--- config.mk ---
export PLATFORM = sky130hd
export DESIGN_NAME = bsg_nasti_client_req
export DESIGN_NICKNAME = d
export VERILOG_FILES = /design/src/rtl/bsg_nasti_pkg.sv /design/src/rtl/bsg_nasti_burst_addr_gen.sv /design/src/rtl/bsg_nasti_client_req.sv
export SDC_FILE = /design/constraint.sdc
export NUM_CORES = 1
export LEC_CHECK = 0
export BUFFER_PORTS_ARGS = -buffer_cell sky130_fd_sc_hd__buf_2
export CORE_MARGIN = 10
export CORE_UTILIZATION = 35
export DETAILED_ROUTE_END_ITERATION = 10
export PLACE_DENSITY = 0.72
export SYNTH_ARGS = -nofsm -noshare
export SYNTH_HDL_FRONTEND = slang
export SYNTH_SLANG_ARGS = --single-unit
--- constraint.sdc ---
create_clock -name clk_i -period 2.63 [get_ports clk_i]
set_input_delay 0.263 -clock clk_i [delete_from_list [all_inputs] [get_ports clk_i]]
set_output_delay 0.263 -clock clk_i [all_outputs]
set_load 0.02 [all_outputs]
--- src/rtl/bsg_nasti_pkg.sv ---
// Shared NASTI encodings and the bsg request layout
// used by the client request and response paths.
package bsg_nasti_pkg;

  typedef enum logic [1:0] {
    BURST_FIXED = 2'b00,
    BURST_INCR  = 2'b01,
    BURST_WRAP  = 2'b10
  } burst_e;

  localparam logic [1:0] RESP_OKAY = 2'b00;

  typedef enum logic [1:0] {
    S_IDLE,
    S_READ,
    S_WRITE,
    S_WRESP
  } state_e;

  localparam int REQ_ID_W   = 5;
  localparam int REQ_ADDR_W = 32;
  localparam int REQ_DATA_W = 64;

  typedef struct packed {
    logic                    write;
    logic [REQ_ID_W-1:0]     id;
    logic [REQ_ADDR_W-1:0]   addr;
    logic [REQ_DATA_W-1:0]   data;
    logic [REQ_DATA_W/8-1:0] mask;
    logic                    last;
  } req_s;

  function automatic int req_width(
    input int id_w,
    input int addr_w,
    input int data_w
  );
    return 2 + id_w + addr_w + data_w + data_w / 8;
  endfunction

endpackage

--- src/rtl/bsg_nasti_burst_addr_gen.sv ---
// Burst address and beat counter; the address advances
// one beat per step unless the burst is FIXED.
module bsg_nasti_burst_addr_gen
  import bsg_nasti_pkg::*;
#(
  parameter int addr_width_p = 32,
  parameter int len_width_p  = 8,
  parameter int data_width_p = 64
) (
  input  logic                    clk,
  input  logic                    rst_n,
  input  logic                    load,
  input  logic                    step,
  input  logic [addr_width_p-1:0] load_addr,
  input  logic [len_width_p-1:0]  load_len,
  input  logic [1:0]              load_burst,
  output logic [addr_width_p-1:0] addr,
  output logic [len_width_p-1:0]  count,
  output logic                    last
);

  localparam logic [addr_width_p-1:0] stride_lp =
    addr_width_p'(data_width_p / 8);

  burst_e burst;

  always_ff @(posedge clk or negedge rst_n) begin
    if (!rst_n) begin
      addr  <= '0;
      count <= '0;
      burst <= BURST_FIXED;
    end else if (load) begin
      addr  <= load_addr;
      count <= load_len;
      burst <= burst_e'(load_burst);
    end else if (step) begin
      // WRAP is treated as INCR
      if (burst != BURST_FIXED)
        addr <= addr + stride_lp;
      if (count != '0)
        count <= count - len_width_p'(1);
    end
  end

  assign last = (count == '0);

endmodule

--- src/rtl/bsg_nasti_client_req.sv ---
// NASTI AR/AW/W to bsg valid/yumi request serializer
// with B response generation.
module bsg_nasti_client_req
  import bsg_nasti_pkg::*;
#(
  parameter int id_width_p   = 5,
  parameter int addr_width_p = 32,
  parameter int data_width_p = 64,
  parameter int len_width_p  = 8
) (
  input  logic                      clk_i,
  input  logic                      reset_n_i,
  input  logic                      nasti_ar_valid_i,
  input  logic [id_width_p-1:0]     nasti_ar_id_i,
  input  logic [addr_width_p-1:0]   nasti_ar_addr_i,
  input  logic [len_width_p-1:0]    nasti_ar_len_i,
  input  logic [1:0]                nasti_ar_burst_i,
  output logic                      nasti_ar_ready_o,
  input  logic                      nasti_aw_valid_i,
  input  logic [id_width_p-1:0]     nasti_aw_id_i,
  input  logic [addr_width_p-1:0]   nasti_aw_addr_i,
  input  logic [len_width_p-1:0]    nasti_aw_len_i,
  input  logic [1:0]                nasti_aw_burst_i,
  output logic                      nasti_aw_ready_o,
  input  logic                      nasti_w_valid_i,
  input  logic [data_width_p-1:0]   nasti_w_data_i,
  input  logic [data_width_p/8-1:0] nasti_w_strb_i,
  input  logic                      nasti_w_last_i,
  output logic                      nasti_w_ready_o,
  output logic                      nasti_b_valid_o,
  output logic [id_width_p-1:0]     nasti_b_id_o,
  output logic [1:0]                nasti_b_resp_o,
  input  logic                      nasti_b_ready_i,
  output logic                      req_v_o,
  output logic [req_width(id_width_p, addr_width_p, data_width_p)-1:0]
                                    req_data_o,
  input  logic                      req_yumi_i,
  output logic                      burst_err_o
);

  state_e state, state_n;
  logic   prio_write;
  logic [id_width_p-1:0] id_r;

  logic                      ld, step, beat_last, wr;
  logic [addr_width_p-1:0]   ld_addr, addr;
  logic [len_width_p-1:0]    ld_len, count;
  logic [1:0]                ld_burst;
  logic [data_width_p-1:0]   data;
  logic [data_width_p/8-1:0] mask;

  assign ld       = nasti_ar_ready_o | nasti_aw_ready_o;
  assign ld_addr  = nasti_ar_ready_o ? nasti_ar_addr_i  : nasti_aw_addr_i;
  assign ld_len   = nasti_ar_ready_o ? nasti_ar_len_i   : nasti_aw_len_i;
  assign ld_burst = nasti_ar_ready_o ? nasti_ar_burst_i : nasti_aw_burst_i;

  bsg_nasti_burst_addr_gen #(
    .addr_width_p (addr_width_p),
    .len_width_p  (len_width_p),
    .data_width_p (data_width_p)
  ) u_agen (
    .clk        (clk_i),
    .rst_n      (reset_n_i),
    .load       (ld),
    .step       (step),
    .load_addr  (ld_addr),
    .load_len   (ld_len),
    .load_burst (ld_burst),
    .addr       (addr),
    .count      (count),
    .last       (beat_last)
  );

  always_comb begin
    state_n          = state;
    nasti_ar_ready_o = 1'b0;
    nasti_aw_ready_o = 1'b0;
    nasti_w_ready_o  = 1'b0;
    nasti_b_valid_o  = 1'b0;
    req_v_o          = 1'b0;
    step             = 1'b0;
    wr               = 1'b0;
    data             = '0;
    mask             = '0;
    unique case (state)
      S_IDLE: begin
        // a tie goes to whichever side holds priority
        nasti_ar_ready_o = reset_n_i & nasti_ar_valid_i
                         & (~nasti_aw_valid_i | ~prio_write);
        nasti_aw_ready_o = reset_n_i & nasti_aw_valid_i
                         & (~nasti_ar_valid_i | prio_write);
        if (nasti_ar_ready_o)
          state_n = S_READ;
        else if (nasti_aw_ready_o)
          state_n = S_WRITE;
      end
      S_READ: begin
        req_v_o = 1'b1;
        step    = req_yumi_i;
        if (req_yumi_i && beat_last)
          state_n = S_IDLE;
      end
      S_WRITE: begin
        req_v_o         = nasti_w_valid_i;
        wr              = 1'b1;
        data            = nasti_w_data_i;
        mask            = nasti_w_strb_i;
        nasti_w_ready_o = req_yumi_i;
        step            = req_yumi_i;
        if (req_yumi_i && beat_last)
          state_n = S_WRESP;
      end
      S_WRESP: begin
        nasti_b_valid_o = 1'b1;
        if (nasti_b_ready_i)
          state_n = S_IDLE;
      end
      default: state_n = S_IDLE;
    endcase
  end

  always_ff @(posedge clk_i or negedge reset_n_i) begin
    if (!reset_n_i) begin
      state       <= S_IDLE;
      prio_write  <= 1'b0;
      id_r        <= '0;
      burst_err_o <= 1'b0;
    end else begin
      state <= state_n;
      if (ld) begin
        prio_write <= ~prio_write;
        id_r <= nasti_ar_ready_o ? nasti_ar_id_i : nasti_aw_id_i;
      end
      // beat count wins; a misplaced wlast is only flagged
      if (state == S_WRITE && req_yumi_i
          && (nasti_w_last_i != beat_last))
        burst_err_o <= 1'b1;
    end
  end

  assign nasti_b_id_o   = id_r;
  assign nasti_b_resp_o = RESP_OKAY;
  assign req_data_o     = {wr, id_r, addr, data, mask, beat_last};

endmodule
# Yosys cells after proc, flatten, opt, wreduce, memory -nomap -nowiden
# Cells that the tools add are included.
totals:
  memories: 0
  regBits: 51
  out_inout_bits: 124
  in_bits: 174
  ram_bits: 0
  latch_bits: 0
  rom_bits: 0
  word_cells: 66
classes:
  div: 0
  n_addsub: 2
  magnitude_cmp: 0
  eq_ne: 8
  bitwise_logic: 10
  n_reduce_logical: 14
  mul: 0
  mux: 25
  shifts: 0
ops:
  columns: ["op", "count"]
  rows:
  - ["$mux W32", 4]
  - ["$mux W64", 1]
  - ["$mux W8", 5]
  - ["$add A32 B4 Y32 const B", 1]
  - ["$mux W2", 6]
  - ["$logic_not A8 Y1", 1]
  - ["$pmux W2 S4", 1]
  - ["$reduce_bool A2 Y1", 4]
  - ["$reduce_bool A8 Y1", 1]
  - ["$sub A8 B1 Y8 const B", 1]
  - ["$mux W1", 6]
  - ["$ne A2 B2 Y1 const B", 3]
  - ["$mux W5", 1]
  - ["$and A1 B1 Y1", 4]
  - ["$eq A2 B2 Y1 const B", 2]
  - ["$reduce_and A2 Y1", 2]
  - ["$reduce_and A4 Y1", 1]
  - ["$logic_and A1 B1 Y1", 3]
  - ["$ne A3 B3 Y1 const B", 1]
  - ["$not A1 Y1", 3]
  - ["$or A1 B1 Y1", 3]
  - ["$eq A2 B1 Y1 const B", 1]
  - ["$logic_not A2 Y1", 1]
  - ["$pmux W1 S2", 1]
  - ["2 further kinds", 2]

# Depth between registers and ports, before layout
# Gate-level depths: netlist of run 1.
depth:
  depth_word: 7
  ltp_mapped: 8
  mapped_depth_nobuf: 6

# By module
# A second synthesis of run 1 with hierarchy kept.
unflattened:
  hier_cells: 457
  hier_area_um2: 4201.5
by_module_without_submodules:
  columns: ["mod", "seq_area_each_um2", "instances", "area_each_um2", "cells_per_inst"]
  rows:
  - ["bsg_nasti_burst_addr_gen", 1051.0, 1, 2363.5, 264]
  - ["bsg_nasti_client_req", 225.2, 1, 1838.0, 193]

# Least setup slack after synthesis of run 1
# No wires, ideal clock.
synth_timing:
  path_type: "register -> register"
  startpoint: "register state[1]"
  endpoint: "register u_agen.addr[20]"
  stages_incl_launch_ff: 8
  required_ns: 2.536
  arrival_time_ns: 2.031
  setup_ns: 0.094
  path_buffers: 1
  setup_slack_ns: 0.505
  period_less_slack_ns: 2.125
  path_cell_list: "dfrtp_1 > inv_1 > ha_1 > o211ai_2 > or4_1 > buf_2 > o31a_1 > a211oi_1"
synth_between:
  elab_chain_cells: 5
  elab_cells_between_ends: 13
  classes_between: "eq/ne (2); mux (5); bitwise (1); reduce/logical (5)"
synth_rtl:
  columns: ["element", "line_no", "rtl"]
  rows:
  - ["start: declaration", "bsg_nasti_client_req.sv:41", "state_e state, state_n;"]
  - ["start signal: assignment", "bsg_nasti_client_req.sv:129", "state <= state_n;"]
  - ["$eq A2 B2 Y1 (tied with other cells)", "bsg_nasti_client_req.sv:85", "unique case (state)"]
  - ["$reduce_or A2 Y1 (no line) / $mux W1 (equally long branches)", null, null]
  - ["$mux W1 / $or A1 B1 Y1 (equally long branches)", "bsg_nasti_client_req.sv:85, bsg_nasti_client_req.sv:52", null]
  - ["$reduce_bool A2 Y1 (no line)", null, null]
  - ["$reduce_and A2 Y1 (no line)", null, null]
  - ["end signal: assignment", "bsg_nasti_burst_addr_gen.sv:33", "addr <= load_addr;"]
  - ["end signal: assignment", "bsg_nasti_burst_addr_gen.sv:39", "addr <= addr + stride_lp;"]
  - ["end: declaration", "bsg_nasti_burst_addr_gen.sv:17", "output logic [addr_width_p-1:0] addr,"]
# Parallel ways exist; a longest one is shown, timed or not.
# A chain may end at the register's enable or synchronous reset.

# Worst setup path after layout of run 1
layout_timing:
  startpoint: "register state[0]"
  endpoint: "register u_agen.addr[12]"
# Same word-level chain as after synthesis.

==> results of run 1 <==
## power groups by stage
stage | clock, mW | combinational, mW | sequential (mW)
3_5_place_dp | 0 | 4.08 | 1.60
3_3_place_gp | 0 | 3.99 | 1.58
4_1_cts | 0.858 | 4.09 | 1.60
6_report | 0.844 | 4.03 | 1.61
5_1_grt | 0.900 | 4.36 | 1.67
2_1_floorplan | 0 | 2.34 | 1.85
## path summary, 6_finish.rpt
check	from	cells past startpoint	slack [ns]	to
max	state[0]$_DFFE_PN0P_	6	0.20	u_agen.addr[12]$_DFFE_PN0P_
min	nasti_aw_len_i[6]	3	0.25	u_agen.count[6]$_DFFE_PN0P_
max reg2reg	state[0]$_DFFE_PN0P_	6	0.20	u_agen.addr[12]$_DFFE_PN0P_
min reg2reg	burst_err_o$_DFFE_PN0P_	1	0.45	burst_err_o$_DFFE_PN0P_
max in group asynchronous	reset_n_i	3	1.37	u_agen.addr[11]$_DFFE_PN0P_
min in group asynchronous	reset_n_i	2	0.37	state[0]$_DFFE_PN0P_
## Yosys cell counts (2+ instances only)
cell / instances / area [um^2]
a211oi_1: 29 / 218
a21oi_1: 20 / 100
a31oi_1: 15 / 93.8
and2_1: 76 / 475
and3_1: 28 / 175
and4_1: 5 / 43.8
buf_2: 3 / 15.0
buf_4: 10 / 75.1
clkbuf_1: 30 / 113
dfrtp_1: 51 / 1280
ha_1: 7 / 87.6
inv_1: 11 / 41.3
mux2i_1: 22 / 220
nand2_1: 27 / 101
nand3_1: 10 / 50.1
nand4_1: 10 / 62.6
nor2_1: 5 / 18.8
nor2b_1: 2 / 12.5
nor3b_1: 3 / 22.5
nor4_1: 3 / 18.8
o211a_1: 2 / 20.0
o211ai_1: 14 / 105
o21ai_0: 17 / 85.1
o31ai_1: 11 / 82.6
or2_2: 2 / 12.5
or3_1: 2 / 12.5
or4_1: 21 / 158
xnor2_1: 11 / 96.3
xor2_1: 4 / 35.0
## layout make-up
| type | count | area (um^2) | area share |
|---|---|---|---|
| inverters | 11 | 41.3 | 0.00727 |
| multi-input cells | 358 | 2420 | 0.425 |
| well taps | 140 | 175 | 0.0308 |
| clock inverters | 3 | 67.6 | 0.0119 |
| flip-flops and latches | 51 | 1280 | 0.225 |
| repair buffers | 307 | 1580 | 0.278 |
| clock buffers | 5 | 125 | 0.0220 |
## registers in the layout, indices dropped and copies added, names as in the netlist
register / flops
u_agen.addr: 32
nasti_b_id_o: 5
burst_err_o: 1
u_agen.count: 8
prio_write: 1
u_agen.burst: 2
state: 2
## through the flow
stage | setup WS (ns) | cell area, um^2 | util
after global routing | 0.0494 | 5680 | 0.520
after global placement | 0.346 | 5480 | 0.501
final | 0.201 | 5680 | 0.520
after detailed placement | 0.227 | 5480 | 0.501
after floorplan | 0.505 | 3930 | -
after CTS | 0.212 | 5680 | 0.520
## layer usage
metal | vias up | global-route usage
met1 | 2167 | 0.225
met4 | 0 | 0.0248
met3 | 14 | 0.0558
met2 | 183 | 0.391
li1 | 2240 | -
met5 | - | 0
## cell families (layout without fill, tap and decap cells)
family | Yosys count | in the layout | share of synthesized area
xor gates and xnor gates | 15 | 15 | 0.0334
adders and majority gates | 7 | 7 | 0.0223
and+or+nand+nor | 196 | 196 | 0.302
DFF | 51 | 51 | 0.325
other | 1 | 2 | 0.000954
AOI/OAI and AO/OA | 115 | 115 | 0.195
buffers and inverters | 54 | 326 | 0.0621
muxes | 23 | 23 | 0.0589
## worst max-delay path: cells and delay by family (launching register included)
family	cells	cell delay [ns]
AND/OR/NAND/NOR	2	1.17
adder cells (fa/ha/maj)	1	0.42
flip-flops	1	0.38
AO/OA/AOI/OAI	2	0.29
buffers and inverters	1	0.09
==> flow_summary.ini, run 1 <==
[hold_path]
hold_path_class = in -> reg

[final_layout]
mostFrequentLayoutCells = 295 x buf_2, 76 x and2_1, 51 x dfrtp_1
fillers = 1070
drive_above_1_share = 0.437
final_common_cell = buf_2
area_growth_pct = 44.6
fin_cells = 875
layout.nets = 915
diodes = 0

[grt]
grt_antenna_before_repair = 0
grtUsageTotal = 0.205
grt_max_degree = 91
grt_pass1_vias = 4700
grt_overflow = 0
grt_pass1_wl_mm = 26.9

[timing]
whs_ns = 0.246
period_needed_ns = 2.43
finClkSkew_ns = 0.00705
slew_violations = 0
fin_crit_sh = 0.924
final-hold-violation-count = 0
fin_setup_tns_ns = 0
tightest_slew_ns = 0.648
setup_violations = 0
max_slew_margin = 0.568
rsz0062_at_grt = no
fmax_mhz = 412

[pwr]
internal_power_mw = 3.17
p_total_mw = 6.48
p_per_area_mw_per_mm2 = 1140
peakVddDrop_mv = 0.564
swShare = 0.510
p_clk_frac = 0.130
p_leak_nw = 2.99
seq_power_share = 0.248
p_switching_mw = 3.30
p_comb_frac = 0.622

[floorplan]
die_height_um = 126
core_mm2 = 0.0109
io_pins = 298
row_count = 38
dieWidth_um = 126
start_util = 0.359
dieArea_mm2 = 0.0159

[clocking]
cts_tree = done
cts.sinks = 51
cts_resized = 0
numCtsBuffers = 5
cts_hold_buf = 1
clk-insertion-delay-late_ns = 0.29
clockBufferDepth = 2
postCtsSetupBuffers = 0
root_buffer = clkbuf_16
h-tree-depth = 2
clk_pin_slew_ns = 0.07

[synthesis]
yosys_warnings = 0
synthArstFlopShare = 1.00
synth_cells = 462
synth_cell_type_count = 40
synth_seq_cells = 51
synth_edf_count = 0
synth_ff_type = dfrtp_1
syn_avg_cell_area_um2 = 8.51
syn_area_mm2 = 0.00393
yosysSeqAreaShare = 0.325

[routing]
vias_per_cell = 5.26
routed_wl_mm = 17.5
drc = 0
vias = 4604
drt_iter0_drc = 233
wl_met1_mm = 6.69
wl_per_cell_um = 20.0
top_layer_used = met4
drt_first_pass_iters = 4
wl_met2_mm = 9.49
wl_met3_mm = 1.19
antenna_left = 0

[placement]
place_hpwl_mm = 14.4
place.gp.congestion = 0.933
io_buffer_count = 295
dpl.cell_count = 866

[worst_setup_path]
critPathSlowestCell = or4_1
cp_max_fo = 7
critPathArrivalTime_ns = 2.63
end_kind = flip-flop
max_stage_delay_ns = 0.70
path_cells = inv_1 > ha_1 > o211ai_2 > or4_1 > or4_1 > o211ai_1
crit_required_ns = 2.83
start_kind = flip-flop
crit_type = reg -> reg
cpMostUsedCell = or4_1

[run_status]
outcome = finished clean

[run]
maxCapViolations = 0
Power figures use the tool's default switching activity.
==> inputs of run 2 (changes only) <==
Settings changed: ABC_AREA from default to 1, CTS_CLUSTER_DIAMETER from default to 150, PLACE_DENSITY 0.72 to 0.68.
==> flow_summary.ini, run 2 <==
[synthesis]
synth_edf_count = 0
synth_cell_type_count = 46
synthArstFlopShare = 1.00
yosysSeqAreaShare = 0.277
synth_cells = 760
synth_top_area_frac = 0.277
synth_area_leaders = dfrtp_1 28%, nand2_1 22%, inv_1 10%
synth_seq_cells = 51
yosys_warnings = 0
yosysTopAreaCell = dfrtp_1
syn_avg_cell_area_um2 = 6.05
synth_ff_type = dfrtp_1
yosysMostFrequentCell = nand2_1
syn_area_mm2 = 0.00460
synthTopCellsByCount = 270 x nand2_1, 125 x inv_1, 73 x nor2_1

[clocking]
h-tree-depth = 2
root_buffer = clkbuf_16
clockBufferDepth = 2
clk_pin_slew_ns = 0.07
clk-insertion-delay-late_ns = 0.29
numCtsBuffers = 5
cts.sinks = 51
postCtsSetupBuffers = 0
cts_tree = done

[grt]
grt_pass1_vias = 5444
grt_pass1_wl_mm = 29.5
grt_max_degree = 51
grt_antenna_before_repair = 5
grtUsageTotal = 0.201
grt_overflow = 0

[timing]
fin_crit_sh = 0.852
whs_ns = 0.238
period_needed_ns = 2.24
worst_slack_ns = 0.388
setup_violations = 0
final-hold-violation-count = 0
max_slew_margin = 0.534
tightest_slew_ns = 0.699
finClkSkew_ns = 0.00540
fmax_mhz = 446
rsz0062_at_grt = no
slew_violations = 0
fin_setup_tns_ns = 0

[run]
maxCapViolations = 0

[pwr]
swShare = 0.551
peakVddDrop_mv = 0.447
p_total_mw = 6.32
p_clk_frac = 0.104
p_per_area_mw_per_mm2 = 1020
seq_power_share = 0.250
p_comb_frac = 0.647
p_switching_mw = 3.48
internal_power_mw = 2.84
p_leak_nw = 3.99

[routing]
drt_iter0_drc = 385
vias = 5594
wl_per_cell_um = 15.8
antenna_left = 0
vias_per_cell = 4.64
drt_first_pass_iters = 7
drc = 0
routed_wl_mm = 19.1

[worst_setup_path]
cp_max_fo = 42
crit_required_ns = 2.82
start_kind = input port
end_kind = flip-flop
critPathArrivalTime_ns = 2.43
crit_type = in -> reg
reg2reg_depth = 8

[hold_path]
whs_path_depth = 3
hold_path_class = in -> reg

[placement]
place_hpwl_mm = 15.6
place.gp.congestion = 0.877
io_buffer_count = 295
place_ws_ns = 0.552

[final_layout]
final_common_cell = buf_2
largest-register = u_agen.addr
drive_above_1_share = 0.327
layout.nets = 1212
mostFrequentLayoutCells = 295 x buf_2, 270 x nand2_1, 125 x inv_1
area_growth_pct = 35.3
fin_util = 0.489
largest_reg_flops = 32

[run_status]
outcome = finished clean

[floorplan]
dieWidth_um = 135
row_count = 41
dieArea_mm2 = 0.0181
io_pins = 298
start_util = 0.362
core_mm2 = 0.0127
die_height_um = 135
run 2: metrics by stage:
stage / area [um^2] / instances
CTS: 6220 / 1204
floorplan: 4600 / 761
finish: 6220 / 1206
global route: 6220 / 1205
global placement: 6070 / 1195
detailed placement: 6070 / 1195
run 2: logic make-up (layout without fill, tap and decap cells):
kind of cell / count (synthesis) / after routing / synth area share
adders and majority gates: 7 / 7 / 0.0190
AOI/OAI and AO/OA: 101 / 101 / 0.128
and+or+nand+nor: 420 / 420 / 0.382
other: 1 / 4 / 0.000815
buffers and inverters: 171 / 442 / 0.175
xor gates and xnor gates: 9 / 9 / 0.0171
DFF: 51 / 51 / 0.277
run 2: cell type report:
type / count / area, um^2
Fill cell: 1387 / 6500
Multi-Input combinational cell: 539 / 2520
Timing Repair Buffer: 304 / 1570
Sequential cell: 51 / 1280
Inverter: 130 / 493
Tap cell: 172 / 215
Clock buffer: 7 / 133
Clock inverter: 1 / 5.00
Antenna cell: 2 / 5.00
run 2: power by group through the flow:
stage                     logic, mW  registers [mW]  clock network (mW)
after CTS                      4.12            1.57               0.671
after global routing           4.56            1.64               0.698
after floorplan                2.65            1.80                   0
final                          4.09            1.58               0.656
after global placement         4.08            1.57                   0
after detailed placement       4.11            1.58                   0
run 2: worst paths after layout:
check	from	to	slack, ns
setup / recovery	reset_n_i	u_agen.count[7]$_DFFE_PN0P_	0.39
hold / removal	nasti_ar_addr_i[2]	u_agen.addr[2]$_DFFE_PN0P_	0.24
setup reg to reg	state[0]$_DFFE_PN0P_	u_agen.count[7]$_DFFE_PN0P_	0.51
hold reg to reg	burst_err_o$_DFFE_PN0P_	burst_err_o$_DFFE_PN0P_	0.49
max in group asynchronous	reset_n_i	u_agen.addr[0]$_DFFE_PN0P_	1.34
min in group asynchronous	reset_n_i	prio_write$_DFFE_PN0N_	0.38
run 2: metal layers:
metal,global-route usage,part of all wire
met3,0.0697,0.089
met5,0,0.0025
met4,0.0496,0.017
met1,0.234,0.40
met2,0.342,0.49
run 2: what timing repair did:
| item | CTS | global route |
|---|---|---|
| endpoints found under the hold margin | 1 | 0 |
| gates resized for setup | 0 | 0 |
| hold buffers | 1 | 0 |
run 2: critical path, cell delays in order:
cell and delay (ns):
dlygate4sd3_1 0.56, buf_2 0.18, nand2_1 0.08, clkinv_1 0.08
nand3_2 0.13, nand2_4 0.18, inv_4 0.40, nand2_2 0.24
o21ai_0 0.21, nor2_1 0.06
==> inputs of run 3 (changes only) <==
Settings changed: CORE_UTILIZATION 35 to 44, PLACE_DENSITY 0.68 to 0.84.
==> flow_summary.ini, run 3 (synthesized netlist as in run 2, its figures left out) <==
[pwr]
p_total_mw = 6.16
p_clk_frac = 0.077
swShare = 0.567
seq_power_share = 0.257
p_comb_frac = 0.666
p_per_area_mw_per_mm2 = 1010
p_leak_nw = 3.96
p_switching_mw = 3.49
peakVddDrop_mv = 0.495
internal_power_mw = 2.67

[final_layout]
diodes = 0
drive_above_1_share = 0.328
final_common_cell = buf_2
area_growth_pct = 32.7
mostFrequentLayoutCells = 295 x buf_2, 270 x nand2_1, 125 x inv_1
fillers = 1035
layout.nets = 1212
largest-register = u_agen.addr
largest_reg_flops = 32

[floorplan]
die_height_um = 122
row_count = 37
dieArea_mm2 = 0.0149
start_util = 0.448
dieWidth_um = 122
io_pins = 298
core_mm2 = 0.0103

[worst_setup_path]
start_kind = flip-flop
critPathArrivalTime_ns = 2.24
critPathSlowestCell = inv_2
end_kind = output port
path_cells = inv_1 > ha_1 > nand3_2 > inv_2 > buf_4 > buf_2
cp_max_fo = 21
max_stage_delay_ns = 0.43
crit_required_ns = 2.37
crit_type = reg -> out

[timing]
final-hold-violation-count = 0
fin_crit_sh = 0.952
whs_ns = 0.173
fin_setup_tns_ns = 0
rsz0062_at_grt = no
tightest_slew_ns = 0.698
finClkSkew_ns = 0.0143
setup_violations = 0
fmax_mhz = 400
max_slew_margin = 0.534
slew_violations = 0
period_needed_ns = 2.50

[clocking]
cts_tree = done
clk_pin_slew_ns = 0.09
clockBufferDepth = 2
h-tree-depth = 2
cts_hold_buf = 0
numCtsBuffers = 5
cts.sinks = 51
postCtsSetupBuffers = 0
clk-insertion-delay-late_ns = 0.32
cts_resized = 0
root_buffer = clkbuf_8

[grt]
grt_overflow = 0
grt_pass1_wl_mm = 28.7
grtUsageTotal = 0.240
grt_antenna_before_repair = 0
grt_pass1_vias = 5408
grt_max_degree = 53

[run]
maxCapViolations = 0

[routing]
wl_per_cell_um = 16.2
routed_wl_mm = 18.9
vias = 5669
vias_per_cell = 4.85
drt_iter0_drc = 378
drc = 0
antenna_left = 0
drt_first_pass_iters = 6

[placement]
io_buffer_count = 295
place.gp.congestion = 0.960
place_hpwl_mm = 15.7

[hold_path]
hold_path_class = in -> async

[run_status]
outcome = finished clean
==> run 3: changes by cell type in the layout (fill, tap and decap cells not counted) <==
cell and delta:
buf_4 +2, clkinvlp_4 +1, clkbuf_8 +5, diode_2 -2
clkbuf_16 -5, dlygate4sd3_1 -1, buf_12 -1, clkbuf_1 -1
==> run 3: through the flow <==
step,instances,worst slack (ns),instance area [um^2],util
after floorplan,761,0.905,4600,-
after CTS,1168,0.125,6110,0.594
after global routing,1168,0.00710,6110,0.594
final,1168,0.127,6110,0.594
after global placement,1160,0.489,6020,0.586
after detailed placement,1160,0.404,6020,0.586
==> run 3: layout make-up <==
type                       instances  area (um^2)  area share
timing repair buffer             304         1560       0.255
clock buffer                       6         72.6      0.0119
inverter                         130          493      0.0807
tap                              136          170      0.0279
multi-input combinational        539         2520       0.414
sequential                        51         1280       0.209
clock inverter                     2         12.5     0.00205
==> run 3: power groups by stage <==
stage / registers (mW) / logic, mW / clock network (mW)
after floorplan: 1.80 / 2.65 / 0
after global placement: 1.58 / 4.05 / 0
after detailed placement: 1.59 / 4.11 / 0
after CTS: 1.57 / 4.13 / 0.478
after global routing: 1.64 / 4.57 / 0.507
final: 1.59 / 4.10 / 0.471
==> run 3: worst max-delay path, delay by kind of cell, from the launching register on <==
family | cells | cell delay, ns
buf+inv | 4 | 0.95
flops | 1 | 0.42
simple gates | 1 | 0.32
fa+ha+maj | 1 | 0.22
==> run 3: path summary, 6_finish.rpt <==
path                                    startpoint                          end  slack [ns]  cells past startpoint
max reg2reg                   state[0]$_DFFE_PN0P_  u_agen.count[7]$_DFFE_PN0P_        0.37                      8
min reg2reg                burst_err_o$_DFFE_PN0P_      burst_err_o$_DFFE_PN0P_        0.49                      1
max in group asynchronous                reset_n_i  u_agen.addr[16]$_DFFE_PN0P_        2.00                      2
min                                      reset_n_i   u_agen.addr[0]$_DFFE_PN0P_        0.17                      2
min in group clk_i                nasti_ar_id_i[3]  nasti_b_id_o[3]$_DFFE_PN0N_        0.19                      3
max                           state[0]$_DFFE_PN0P_             nasti_ar_ready_o        0.13                      6
==> run 3: layer usage <==
metal,wire [um],track usage
met1,7490,0.290
met5,0,0
met2,9080,0.402
met4,513,0.0751
met3,1840,0.0725
